`src/rtl/uart_msg_streamer_if.sv`:
```
// Control, buffer-write and status bundle for uart_msg_streamer.
// Widths are derived from DEPTH so that the bus and the streamer always agree.
interface uart_msg_streamer_if #(
    parameter int DEPTH = 16
);
    localparam int AW = (DEPTH > 1) ? $clog2(DEPTH) : 1;
    localparam int LW = $clog2(DEPTH + 1);

    logic          start;
    logic          abort;
    logic          repeat_en;
    logic [LW-1:0] msg_len;
    logic          wr_en;
    logic [AW-1:0] wr_addr;
    logic [7:0]    wr_data;
    logic          tx;
    logic          busy;
    logic          done;
    logic          char_strobe;
    logic [AW-1:0] char_idx;

    modport master (
        output start, abort, repeat_en, msg_len, wr_en, wr_addr, wr_data,
        input  tx, busy, done, char_strobe, char_idx
    );

    modport slave (
        input  start, abort, repeat_en, msg_len, wr_en, wr_addr, wr_data,
        output tx, busy, done, char_strobe, char_idx
    );
endinterface

```
`src/rtl/uart_msg_streamer.sv`:
```
// Streams the first msg_len bytes of a writable buffer out of a UART serialiser,
// with configurable framing, inter-character gap, repeat and frame-boundary abort.
module uart_msg_streamer #(
    parameter int CLK_DIV    = 234,
    parameter int DATA_BITS  = 8,
    parameter int PARITY     = 0,
    parameter int STOP_BITS  = 1,
    parameter int DEPTH      = 16,
    parameter int GAP_CYCLES = 0
) (
    input logic                clk,
    input logic                rst_n,
    uart_msg_streamer_if.slave bus
);
    localparam int AW       = (DEPTH > 1) ? $clog2(DEPTH) : 1;
    localparam int LW       = $clog2(DEPTH + 1);
    localparam int STOP_LEN = STOP_BITS * CLK_DIV;
    localparam int MAXC     = (STOP_LEN > GAP_CYCLES) ? STOP_LEN : GAP_CYCLES;
    localparam int CW       = $clog2(MAXC + 1);

    localparam logic [CW-1:0] BAUD_LAST = CW'(CLK_DIV - 1);
    localparam logic [CW-1:0] STOP_LAST = CW'(STOP_LEN - 1);
    localparam logic [CW-1:0] GAP_LAST  = CW'((GAP_CYCLES > 0) ? GAP_CYCLES - 1 : 0);
    localparam logic [2:0]    BIT_LAST  = 3'(DATA_BITS - 1);
    localparam logic [7:0]    DATA_MASK = 8'((1 << DATA_BITS) - 1);
    localparam logic [LW-1:0] DEPTH_L   = LW'(DEPTH);

    localparam logic [2:0] S_IDLE  = 3'd0;
    localparam logic [2:0] S_LOAD  = 3'd1;
    localparam logic [2:0] S_START = 3'd2;
    localparam logic [2:0] S_DATA  = 3'd3;
    localparam logic [2:0] S_PAR   = 3'd4;
    localparam logic [2:0] S_STOP  = 3'd5;
    localparam logic [2:0] S_GAP   = 3'd6;
    localparam logic [2:0] S_NEXT  = (GAP_CYCLES > 0) ? S_GAP : S_LOAD;

    logic [7:0]    mem [DEPTH];
    logic [2:0]    state, state_d;
    logic [CW-1:0] cnt, cnt_d;
    logic [2:0]    bit_cnt, bit_cnt_d;
    logic [7:0]    shreg, shreg_d;
    logic          par_bit, par_bit_d;
    logic [AW-1:0] idx, idx_d;
    logic [LW-1:0] len, len_d;
    logic          abort_q, abort_d;
    logic          tx_q, tx_d;
    logic          busy_q, busy_d;
    logic          done_q, done_d;
    logic          strobe_q, strobe_d;
    logic [AW-1:0] char_idx_q, char_idx_d;
    logic [LW-1:0] len_clamp;
    logic [7:0]    rd_byte;
    logic          abort_now;
    logic          last_char;

    // Read-first buffer: a same-cycle write at idx is seen only by later loads.
    always_ff @(posedge clk) begin
        if (bus.wr_en && (32'(bus.wr_addr) < DEPTH))
            mem[bus.wr_addr] <= bus.wr_data;
    end

    assign len_clamp = (bus.msg_len > DEPTH_L) ? DEPTH_L : bus.msg_len;
    assign rd_byte   = mem[idx] & DATA_MASK;
    assign abort_now = abort_q | bus.abort;
    assign last_char = (LW'(idx) + LW'(1)) == len;

    // Outputs are registered from next-state values so tx tracks the state with no lag.
    always_comb begin
        state_d    = state;
        cnt_d      = cnt;
        bit_cnt_d  = bit_cnt;
        shreg_d    = shreg;
        par_bit_d  = par_bit;
        idx_d      = idx;
        len_d      = len;
        tx_d       = tx_q;
        busy_d     = busy_q;
        done_d     = 1'b0;
        strobe_d   = 1'b0;
        char_idx_d = char_idx_q;
        abort_d    = abort_q | (bus.abort && (state != S_IDLE));
        case (state)
            S_IDLE: begin
                tx_d    = 1'b1;
                busy_d  = 1'b0;
                abort_d = 1'b0;
                if (bus.start) begin
                    if (len_clamp != '0) begin
                        len_d   = len_clamp;
                        idx_d   = '0;
                        busy_d  = 1'b1;
                        state_d = S_LOAD;
                    end else begin
                        done_d = 1'b1;
                    end
                end
            end
            S_LOAD: begin
                shreg_d    = rd_byte;
                par_bit_d  = (PARITY == 1) ? ~(^rd_byte) : (^rd_byte);
                cnt_d      = '0;
                tx_d       = 1'b0;
                strobe_d   = 1'b1;
                char_idx_d = idx;
                state_d    = S_START;
            end
            S_START: begin
                if (cnt == BAUD_LAST) begin
                    cnt_d     = '0;
                    bit_cnt_d = '0;
                    tx_d      = shreg[0];
                    state_d   = S_DATA;
                end else begin
                    cnt_d = cnt + CW'(1);
                end
            end
            S_DATA: begin
                if (cnt == BAUD_LAST) begin
                    cnt_d   = '0;
                    shreg_d = shreg >> 1;
                    if (bit_cnt == BIT_LAST) begin
                        if (PARITY != 0) begin
                            tx_d    = par_bit;
                            state_d = S_PAR;
                        end else begin
                            tx_d    = 1'b1;
                            state_d = S_STOP;
                        end
                    end else begin
                        bit_cnt_d = bit_cnt + 3'd1;
                        tx_d      = shreg[1];
                    end
                end else begin
                    cnt_d = cnt + CW'(1);
                end
            end
            S_PAR: begin
                if (cnt == BAUD_LAST) begin
                    cnt_d   = '0;
                    tx_d    = 1'b1;
                    state_d = S_STOP;
                end else begin
                    cnt_d = cnt + CW'(1);
                end
            end
            S_STOP: begin
                if (cnt == STOP_LAST) begin
                    cnt_d = '0;
                    tx_d  = 1'b1;
                    // Abort beats end-of-pass: no done pulse when both coincide.
                    if (abort_now) begin
                        state_d = S_IDLE;
                        busy_d  = 1'b0;
                        abort_d = 1'b0;
                    end else if (last_char) begin
                        done_d = 1'b1;
                        idx_d  = '0;
                        if (bus.repeat_en) begin
                            state_d = S_NEXT;
                        end else begin
                            state_d = S_IDLE;
                            busy_d  = 1'b0;
                        end
                    end else begin
                        idx_d   = idx + AW'(1);
                        state_d = S_NEXT;
                    end
                end else begin
                    cnt_d = cnt + CW'(1);
                end
            end
            S_GAP: begin
                if (cnt == GAP_LAST) begin
                    cnt_d = '0;
                    if (abort_now) begin
                        state_d = S_IDLE;
                        busy_d  = 1'b0;
                        abort_d = 1'b0;
                    end else begin
                        state_d = S_LOAD;
                    end
                end else begin
                    cnt_d = cnt + CW'(1);
                end
            end
            default: begin
                state_d = S_IDLE;
                tx_d    = 1'b1;
                busy_d  = 1'b0;
            end
        endcase
    end

    always_ff @(posedge clk or negedge rst_n) begin
        if (!rst_n) begin
            state      <= S_IDLE;
            cnt        <= '0;
            bit_cnt    <= '0;
            shreg      <= '0;
            par_bit    <= 1'b0;
            idx        <= '0;
            len        <= '0;
            abort_q    <= 1'b0;
            tx_q       <= 1'b1;
            busy_q     <= 1'b0;
            done_q     <= 1'b0;
            strobe_q   <= 1'b0;
            char_idx_q <= '0;
        end else begin
            state      <= state_d;
            cnt        <= cnt_d;
            bit_cnt    <= bit_cnt_d;
            shreg      <= shreg_d;
            par_bit    <= par_bit_d;
            idx        <= idx_d;
            len        <= len_d;
            abort_q    <= abort_d;
            tx_q       <= tx_d;
            busy_q     <= busy_d;
            done_q     <= done_d;
            strobe_q   <= strobe_d;
            char_idx_q <= char_idx_d;
        end
    end

    assign bus.tx          = tx_q;
    assign bus.busy        = busy_q;
    assign bus.done        = done_q;
    assign bus.char_strobe = strobe_q;
    assign bus.char_idx    = char_idx_q;
endmodule

```
`src/flat_wrapper.sv`:
```
// flat-port wrapper written by rule: the top's interface ports become plain ports
module uart_msg_streamer_flat 
#(
    parameter int CLK_DIV    = 234,
    parameter int DATA_BITS  = 8,
    parameter int PARITY     = 0,
    parameter int STOP_BITS  = 1,
    parameter int DEPTH      = 16,
    parameter int GAP_CYCLES = 0
)
  (clk, rst_n, bus_start, bus_abort, bus_repeat_en, bus_msg_len, bus_wr_en, bus_wr_addr, bus_wr_data, bus_tx, bus_busy, bus_done, bus_char_strobe, bus_char_idx);
  uart_msg_streamer_if #(.DEPTH(DEPTH)) bus_i ();
  input logic clk;
  input logic rst_n;
  input wire logic [$bits(bus_i.start)-1:0] bus_start;
  input wire logic [$bits(bus_i.abort)-1:0] bus_abort;
  input wire logic [$bits(bus_i.repeat_en)-1:0] bus_repeat_en;
  input wire logic [$bits(bus_i.msg_len)-1:0] bus_msg_len;
  input wire logic [$bits(bus_i.wr_en)-1:0] bus_wr_en;
  input wire logic [$bits(bus_i.wr_addr)-1:0] bus_wr_addr;
  input wire logic [$bits(bus_i.wr_data)-1:0] bus_wr_data;
  output wire logic [$bits(bus_i.tx)-1:0] bus_tx;
  output wire logic [$bits(bus_i.busy)-1:0] bus_busy;
  output wire logic [$bits(bus_i.done)-1:0] bus_done;
  output wire logic [$bits(bus_i.char_strobe)-1:0] bus_char_strobe;
  output wire logic [$bits(bus_i.char_idx)-1:0] bus_char_idx;
  assign bus_i.start = bus_start;
  assign bus_i.abort = bus_abort;
  assign bus_i.repeat_en = bus_repeat_en;
  assign bus_i.msg_len = bus_msg_len;
  assign bus_i.wr_en = bus_wr_en;
  assign bus_i.wr_addr = bus_wr_addr;
  assign bus_i.wr_data = bus_wr_data;
  assign bus_tx = bus_i.tx;
  assign bus_busy = bus_i.busy;
  assign bus_done = bus_i.done;
  assign bus_char_strobe = bus_i.char_strobe;
  assign bus_char_idx = bus_i.char_idx;
  uart_msg_streamer #(.CLK_DIV(CLK_DIV), .DATA_BITS(DATA_BITS), .PARITY(PARITY), .STOP_BITS(STOP_BITS), .DEPTH(DEPTH), .GAP_CYCLES(GAP_CYCLES)) u_core (.clk(clk), .rst_n(rst_n), .bus(bus_i));
endmodule
```
`config.mk`:
```
export PLATFORM = sky130hd
export DESIGN_NAME = uart_msg_streamer_flat
export DESIGN_NICKNAME = d
export VERILOG_FILES = /design/src/rtl/uart_msg_streamer_if.sv /design/src/rtl/uart_msg_streamer.sv /design/src/flat_wrapper.sv
export SDC_FILE = /design/constraint.sdc
export NUM_CORES = 1
export LEC_CHECK = 0
export ABC_AREA = 1
export CAP_MARGIN = 10
export CORE_MARGIN = 4
export CORE_UTILIZATION = 41
export DETAILED_ROUTE_END_ITERATION = 8
export PLACE_DENSITY = 0.56
export SYNTH_ARGS = -nofsm -noshare
export SYNTH_HDL_FRONTEND = slang
export SYNTH_SLANG_ARGS = --single-unit
```
`constraint.sdc`:
```
create_clock -name clk -period 2 [get_ports clk]
set_clock_uncertainty 0.1 [all_clocks]
set_input_delay 0.2 -clock clk [delete_from_list [all_inputs] [get_ports clk]]
set_output_delay 0.2 -clock clk [all_outputs]
set_load 0.01 [all_outputs]
```
After elaboration in Yosys (flattened, before gate mapping)
Memory sizes are Yosys's and may differ from the RTL's.
Index checks and enable logic that the tools add are counted.
{"block": "word_totals", "elab_cells": 120, "ff_bits": 40, "memories": 1, "ram_bits": 128}
{"memory": "u_core.mem", "depth": 16, "width": 8, "read_ports": 1, "rd_ports_with_merged_regs": 0, "wr": 1, "line_no": "uart_msg_streamer.sv:37", "rtl": "logic [7:0] mem [DEPTH];"}
{"block": "op_classes", "n_bitwise": 4, "mux": 56, "n_reduce_logical": 19, "addsub": 4, "eq_ne": 23, "order_cmp": 1}
{"cell": "$mux W3", "count": 12}
{"cell": "$mux W1", "count": 26}
{"cell": "$mux W8", "count": 3}
{"cell": "$pmux W8 S3", "count": 1}
{"cell": "$pmux W3 S7", "count": 1}
{"cell": "$mux W4", "count": 5}
{"cell": "$ne A2 B1 Y1 const B", "count": 9}
{"cell": "$pmux W8 S2", "count": 1}
{"cell": "$eq A3 B3 Y1 const B", "count": 4}
{"cell": "$add A8 B1 Y8 const B", "count": 1}
{"cell": "$eq A8 B8 Y1 const B", "count": 1}
{"cell": "$logic_not A8 Y1", "count": 1}
{"cell": "$pmux W4 S2", "count": 1}
{"cell": "$reduce_and A4 Y1", "count": 2}
{"cell": "$reduce_and A8 Y1", "count": 1}
{"cell": "$reduce_or A4 Y1", "count": 2}
{"cell": "$eq A3 B2 Y1 const B", "count": 2}
{"cell": "$ne A2 B2 Y1 const B", "count": 3}
{"cell": "$pmux W3 S2", "count": 1}
{"cell": "$reduce_and A6 Y1", "count": 1}
{"cell": "$reduce_bool A2 Y1", "count": 3}
{"cell": "$reduce_bool A3 Y1", "count": 2}
{"cell": "$add A4 B1 Y5 const B", "count": 1}
{"cell": "$eq A5 B5 Y1", "count": 1}
{"cell": "20 further kinds", "count": 22}

Logic depth before layout (Yosys ltp)
Gate-level depths: netlist of run 1.
{"block": "logic_depth", "word_depth": 6, "ltp_mapped": 13}

Least setup slack after synthesis of run 1
Ideal clock, no wire load.
{"block": "synth_path", "kind": "flip-flop to flip-flop", "from": "reg u_core.cnt[1]", "to": "reg u_core.shreg[0]", "stages_incl_launch_ff": 13, "arrival_time_ns": 1.327, "setup_time_ns": 0.130, "t_required_ns": 1.770, "n_path_buf": 1, "slack_ns": 0.443, "path_cell_list": "dfrtp_1 -> inv_1 -> ha_1 -> nand2_1 -> nor2_1 -> nand2_1 -> inv_1 -> nand2_2 -> nand2_2 -> inv_2 -> buf_6 -> nand2_1 -> nand4_1"}
{"block": "synth_between", "elab_chain_len": 3}
{"item": "start, declared", "line_no": "uart_msg_streamer.sv:39", "rtl": "logic [CW-1:0] cnt, cnt_d;"}
{"item": "start signal, assigned", "line_no": "uart_msg_streamer.sv:211", "rtl": "cnt <= cnt_d;"}
{"item": "$eq A8 B8 Y1", "line_no": "uart_msg_streamer.sv:118", "rtl": "if (cnt == BAUD_LAST) begin"}
{"item": "$ne A2 B1 Y1 (no line)"}
{"item": "$reduce_and A2 Y1 (no line)"}
{"item": "end signal, assigned", "line_no": "uart_msg_streamer.sv:213", "rtl": "shreg <= shreg_d;"}
{"item": "end, declared", "line_no": "uart_msg_streamer.sv:41", "rtl": "logic [7:0] shreg, shreg_d;"}
Every way passes these cells.
A chain may end at the register's enable or synchronous reset.

Worst setup path after layout of run 1
{"block": "layout_path", "from": "reg u_core.tx_q (netlist: u_core.bus.tx)", "to": "out bus_tx"}
{"item": "start, declared", "line_no": "uart_msg_streamer.sv:46", "rtl": "logic tx_q, tx_d;"}
{"item": "start signal, assigned", "line_no": "uart_msg_streamer.sv:218", "rtl": "tx_q <= tx_d;"}
{"item": "end, declared", "line_no": "flat_wrapper.sv:22", "rtl": "output wire logic [$bits(bus_i.tx)-1:0] bus_tx;"}
No word-level cell between the ends.

==> results of run 1 <==
[final cells by class]
type                            count  area, µm²
Timing Repair Buffer               61        568
Tap cell                          225        282
Inverter                           45        169
Clock buffer                       17        425
Sequential cell                   168       4850
Fill cell                        1564       8770
Multi-Input combinational cell    455       2170
Clock inverter                     15        181
[state kept, by name (all words and copies together) (netlist names)]
signal	flops
u_core.abort_q	1
u_core.bit_cnt	3
u_core.bus.busy	1
u_core.bus.char_idx	4
u_core.bus.char_strobe	1
u_core.bus.done	1
u_core.bus.tx	1
u_core.cnt	8
u_core.idx	4
u_core.len	5
u_core.mem	128
u_core.shreg	8
u_core.state	3
[report_power, final]
group          internal (mW)  total [mW]  switching (mW)
Clock                   1.80        3.29            1.50
Combinational         0.0701       0.196           0.126
Sequential              3.82        3.84          0.0160
Total                   5.69        7.33            1.64
[cells in the mapped netlist (8+ instances only)]
library cell,count
nor2_1,147
edfxtp_1,128
nand2_1,99
o21ai_0,77
nand3_1,59
inv_1,40
dfrtp_1,39
o211ai_1,18
buf_2,17
clkbuf_1,9
nand4_1,8
[worst paths after layout]
check | endpoint | slack (ns) | cells past startpoint
max | bus_tx | 0.22 | 1
min | u_core.cnt[7] | 0.10 | 2
max reg2reg | u_core.idx[3] | 0.22 | 9
min reg2reg | u_core.bus.char_idx[2] | 0.38 | 2
max in group asynchronous | u_core.idx[0] | 1.00 | 3
min in group clk | u_core.len[4] | 0.27 | 3
[kinds of logic (layout without fill, tap and decap cells)]
logic type | after synthesis | in the layout | share of synthesized area (%)
compound gates | 114 | 114 | 8.97
xor+xnor | 1 | 1 | 0.120
fa+ha+maj | 6 | 6 | 1.02
buf+inv | 75 | 138 | 4.23
flops | 168 | 168 | 66.1
simple gates | 334 | 334 | 19.5
[routing by layer]
metal / vias up / track usage (%) / share of wire, %
li1: 2520 / - / -
met1: 2504 / 24.9 / 47
met5: - / 0 / 0
met4: 0 / 4.75 / 1.1
met3: 13 / 3.74 / 4.9
met2: 131 / 26.3 / 47
[stage by stage]
step           power [mW]  cells  instance area, µm²
6_report             7.33    986                8640
3_5_place_dp         4.11    953                8030
3_3_place_gp         4.11    953                8030
2_1_floorplan        3.96    698                7330
4_1_cts              7.41    986                8640
5_1_grt              7.61    986                8640
==> impl_metrics.ini, run 1 <==
[clock_tree]
cts_buffers = 17
post_cts_buffers = 0
htreeDepth = 4
cts_resized = 0
cts_tree = done
clk_latency_ns = 0.43
cts_root_buf = clkbuf_16
cts_hold_buffers = 1
clk_pin_slew_ns = 0.07
cts_sinks = 168
cts_buffer_depth = 2

[power]
power.leakage_nw = 3.29
ir_worst_vdd_uv = 635
pwr_density_cell_nw_per_um2 = 848

[placement]
io_buffers = 30
place_congestion = 0.882
dp_hpwl_um = 11100
pre_cts_ws_ns = 0.209

[setup_path]
crit_fanout = 2
critical-path-slowest-cell = dfstp_2
crit_buf_inv = 1
cp_cell_sequence = clkdlybuf4s50_1
critical-path-max-stage-delay_ns = 0.53
critPathArrivalTime_ns = 1.48
critPathTopFamily = flip-flops
rr_startpoint = u_core.state[1]
crit_path_start = u_core.bus.tx
path_class = reg2out
endpoint_kind = primary output
start_kind = register
required_ns = 1.70

[sta]
whs_ns = 0.100
rsz0062_at_grt = false
slew_headroom_pct = 54.3
worst_pin_slew_ns = 0.684
fmax_ghz = 0.562
fin_crit_sh_pct = 89.0
hold_viol_final = 0
finalSetupTns_ns = 0
setup_viol = 0
setup_ws_ns = 0.219
finalMaxSlewViolations = 0
min_period_ns = 1.78

[logic_synthesis]
avgSynthCellArea_um2 = 10.5
synth.distinct_cells = 35
ys_top_cells_by_area = edfxtp_1 (52%), dfrtp_1 (13%), nor2_1 (7.5%)
netlist_area_um2 = 7330
synth_top_area_share_pct = 52.5
yosys_register_bits = 168
synth_edf_count = 128
synth_nets = 727
yosysTopAreaCell = edfxtp_1
ys_seq_area_share_pct = 66.1
dominantRegCellSynth = edfxtp_1
async_flop_share_pct = 23.8
synthCells = 698
yosysWarnings = 0

[detailed_routing]
vias_per_cell = 5.24
ant_nets = 0
wl_per_cell_um = 16.9
wirelength_um = 16700
vias = 5168
drc = 0
drt_pass1_iterations = 5
drtIter0Drc = 410

[run]
maxCapViolCount = 0

[layout]
antenna_cells = 0
nNetsFinal = 777
syn_to_final_growth_pct = 18.0
utilization_pct = 49.6
drive_above_1_share_pct = 11.6
layout_common_cells = nor2_1 (147), edfxtp_1 (128), nand2_1 (99)
final_common_cell = nor2_1

[global_route]
antenna_found_initial = 0
grt_pass1_wl_um = 26400
grt_max_degree = 73
grt_overflow = 0
grt_usage_pct = 17.2
grt_pass1_vias = 4893

[status]
outcome = finished, final reports clean

[die]
die_area_um2 = 20100
die_w_um = 142
coreArea_um2 = 17400
initial_core_util_pct = 42.1
rows = 48
fp.dieH_um = 142
io_pins = 31

[min_path]
hold_path.class = in2async
No activity file was read; power rests on OpenSTA's default activity.
==> inputs of run 2 (changes only) <==
- GPL_ROUTABILITY_DRIVEN: default -> 0
==> results of run 2 <==
Final layout, timing and power as in run 1 (identical DEF).
==> patch: new RTL, flow settings as in run 1 <==
`PARITY` is set to 0 in 2 places; all go to 1.
--- a/src/rtl/uart_msg_streamer.sv
+++ b/src/rtl/uart_msg_streamer.sv
@@ -4,5 +4,5 @@
     parameter int CLK_DIV    = 234,
     parameter int DATA_BITS  = 8,
-    parameter int PARITY     = 0,
+    parameter int PARITY     = 1,
     parameter int STOP_BITS  = 1,
     parameter int DEPTH      = 16,
--- a/src/flat_wrapper.sv
+++ b/src/flat_wrapper.sv
@@ -4,5 +4,5 @@
     parameter int CLK_DIV    = 234,
     parameter int DATA_BITS  = 8,
-    parameter int PARITY     = 0,
+    parameter int PARITY     = 1,
     parameter int STOP_BITS  = 1,
     parameter int DEPTH      = 16,
Function: same outputs for any inputs over 10 cycles, from zero or initial values and one cycle with rst_n low; that may be too few to reach the edited logic, so the function may still have changed.
==> patch against run 1 <==
  * Die area grew 6.2%
  * Routed wire length grew 13%
  * Area after synthesis grew 6.6%
  * Critical endpoint is now u_core.par_bit$_DFFE_PN0P_
  * Sequential share of layout area shrank 6.6 points
  * Maximum frequency shrank 10%
  * Core utilization grew 3.0 points
  * Largest cell class unchanged
  * Worst setup slack lost 210 ps
  * Sequential cell count grew 1
  * Cell area grew 14%
Power is not compared: it rests on default switching activity, and its combinational part moved more than twofold at a synthesized area within 25%.
==> patch: results (changes against run 1) <==
- Outcome: finished, final reports clean
- Sequential power: between 4 and 5 mW
- Fillers: 1,663 (+6.3%)
- P_int: about 6.6 mW
- Slew HR: 52.2% (-2.0 points)
- # placed instances: 1,118 (+17%)
- Post-DP HPWL: 12,500 um (+13%)
- Most frequent cells after synthesis: 282 x nand2_1, 128 x edfxtp_1, 96 x inv_1, 96 x nand3_1, 51 x nor2_1
- Count of cell types in the netlist: 38 (+8.6%)
- Crit path arrival time: 2210 ps (+730 ps)
- Max cap viols: 0 (unchanged)
- Gr usage total: 17.7% (+0.49 points)
- Register area share after synthesis: 62.3% (-3.8 points)
- CTS Root Cell: clkbuf_16
- Post-layout net count: 946 (+22%)
- Total gr overflow: 0 (unchanged)
- Initial DRC count: 411 (+0.24%)
- Worst path slowest cell: dfrtp_2
- PortBufs: 30 (unchanged)
- Syn_nets: 853 (+17%)
- CTS max path bufs: 2 (unchanged)
- Largest net degree at the start of global routing: 31 (-58%)
- Largest stage delay on the critical path: 490 ps (-40 ps)
- Final WL: 18,800 um (+13%)
- Critical Path Fanout Max: 19 (+17)
- Async set-reset flop share out of synthesis: 24.3% (+0.45 points)
- Share of layout cells above drive strength 1: 18.6% (+7.0 points)
- GPL Wtd Cong: 0.870 (-1.3%)
- Fin cells: 1,164 (+18%)
- Global-route wire length before repair: 29,300 um (+11%)
- Clk Latency, worst-skew pair: 430 ps (about the same)
- Critical path's top delay family: simple AND/OR/NAND/NOR gates
- Synth top area cells: edfxtp_1 49%, nand2_1 14%, dfrtp_1 13%
- Antenna violations before repair: 0 (unchanged)
- Vias in the first global route: 5,404 (+10%)
- Synthesized instance count: 824 (+18%)
- Setup slack at placement: -6.04 ps (-215 ps)
- Htree depth: 4 (unchanged)
- First-pass DRT Iterations: 6 (+1)
- Placed cell areas: 0.00877 mm2 (+9.3%)
- Sw Pwr: between 2 and 3 mW
- Via count: 5,734 (+11%)
patch: per-layer routing:
layer	up-vias	GRT usage, %	wire length [um]
met3	23	3.45	858
met2	129	28.1	8840
met5	-	0	0
met1	2709	24.8	8750
met4	0	5.27	316
li1	2873	-	-
patch: what timing repair did:
| action | in CTS | in global routing |
|---|---|---|
| cloned | 0 | 5 |
| buffers inserted | 0 | 8 |
| hold buffers | 1 | 0 |
| endpoints found under the hold margin | 41 | 0 |
| gates resized for setup | 2 | 67 |
| setup endpoints to repair | 1 | 9 |
| pin swaps | 0 | 27 |
patch: worst paths after layout:
check / startpoint / endpoint / slack [ps] / depth (start not counted)
worst max register to register: u_core.idx[0]$_DFFE_PN0P_ / u_core.par_bit$_DFFE_PN0P_ / 10 / 15
min in group clk: bus_msg_len[3] / u_core.len[3]$_DFFE_PN0P_ / 260 / 3
worst min-delay path: rst_n / u_core.bus.char_strobe$_DFF_PN0_ / 170 / 2
worst min register to register: u_core.bus.busy$_DFFE_PN0P_ / u_core.bus.busy$_DFFE_PN0P_ / 380 / 2
max in group asynchronous: rst_n / u_core.idx[0]$_DFFE_PN0P_ / 1130 / 3
worst max-delay path: u_core.idx[0]$_DFFE_PN0P_ / u_core.par_bit$_DFFE_PN0P_ / 10 / 15
patch: cell families after synthesis:
| family | synth area share [%] |
|---|---|
| mux | 0.128 |
| fa+ha+maj | 0.961 |
| simple gates | 23.6 |
| xor+xnor | 0.897 |
| flops | 62.3 |
| buf+inv | 7.74 |
| compound gates | 4.29 |
patch: cell type report:
type,instances,area [um2],area share [%]
Sequential cell,169,4870,49.5
Multi-Input combinational cell,517,2570,26.1
Timing Repair Buffer,103,1090,11.1
Clock buffer,17,425,4.32
Inverter,109,417,4.23
Tap cell,234,293,2.97
Clock inverter,15,178,1.80
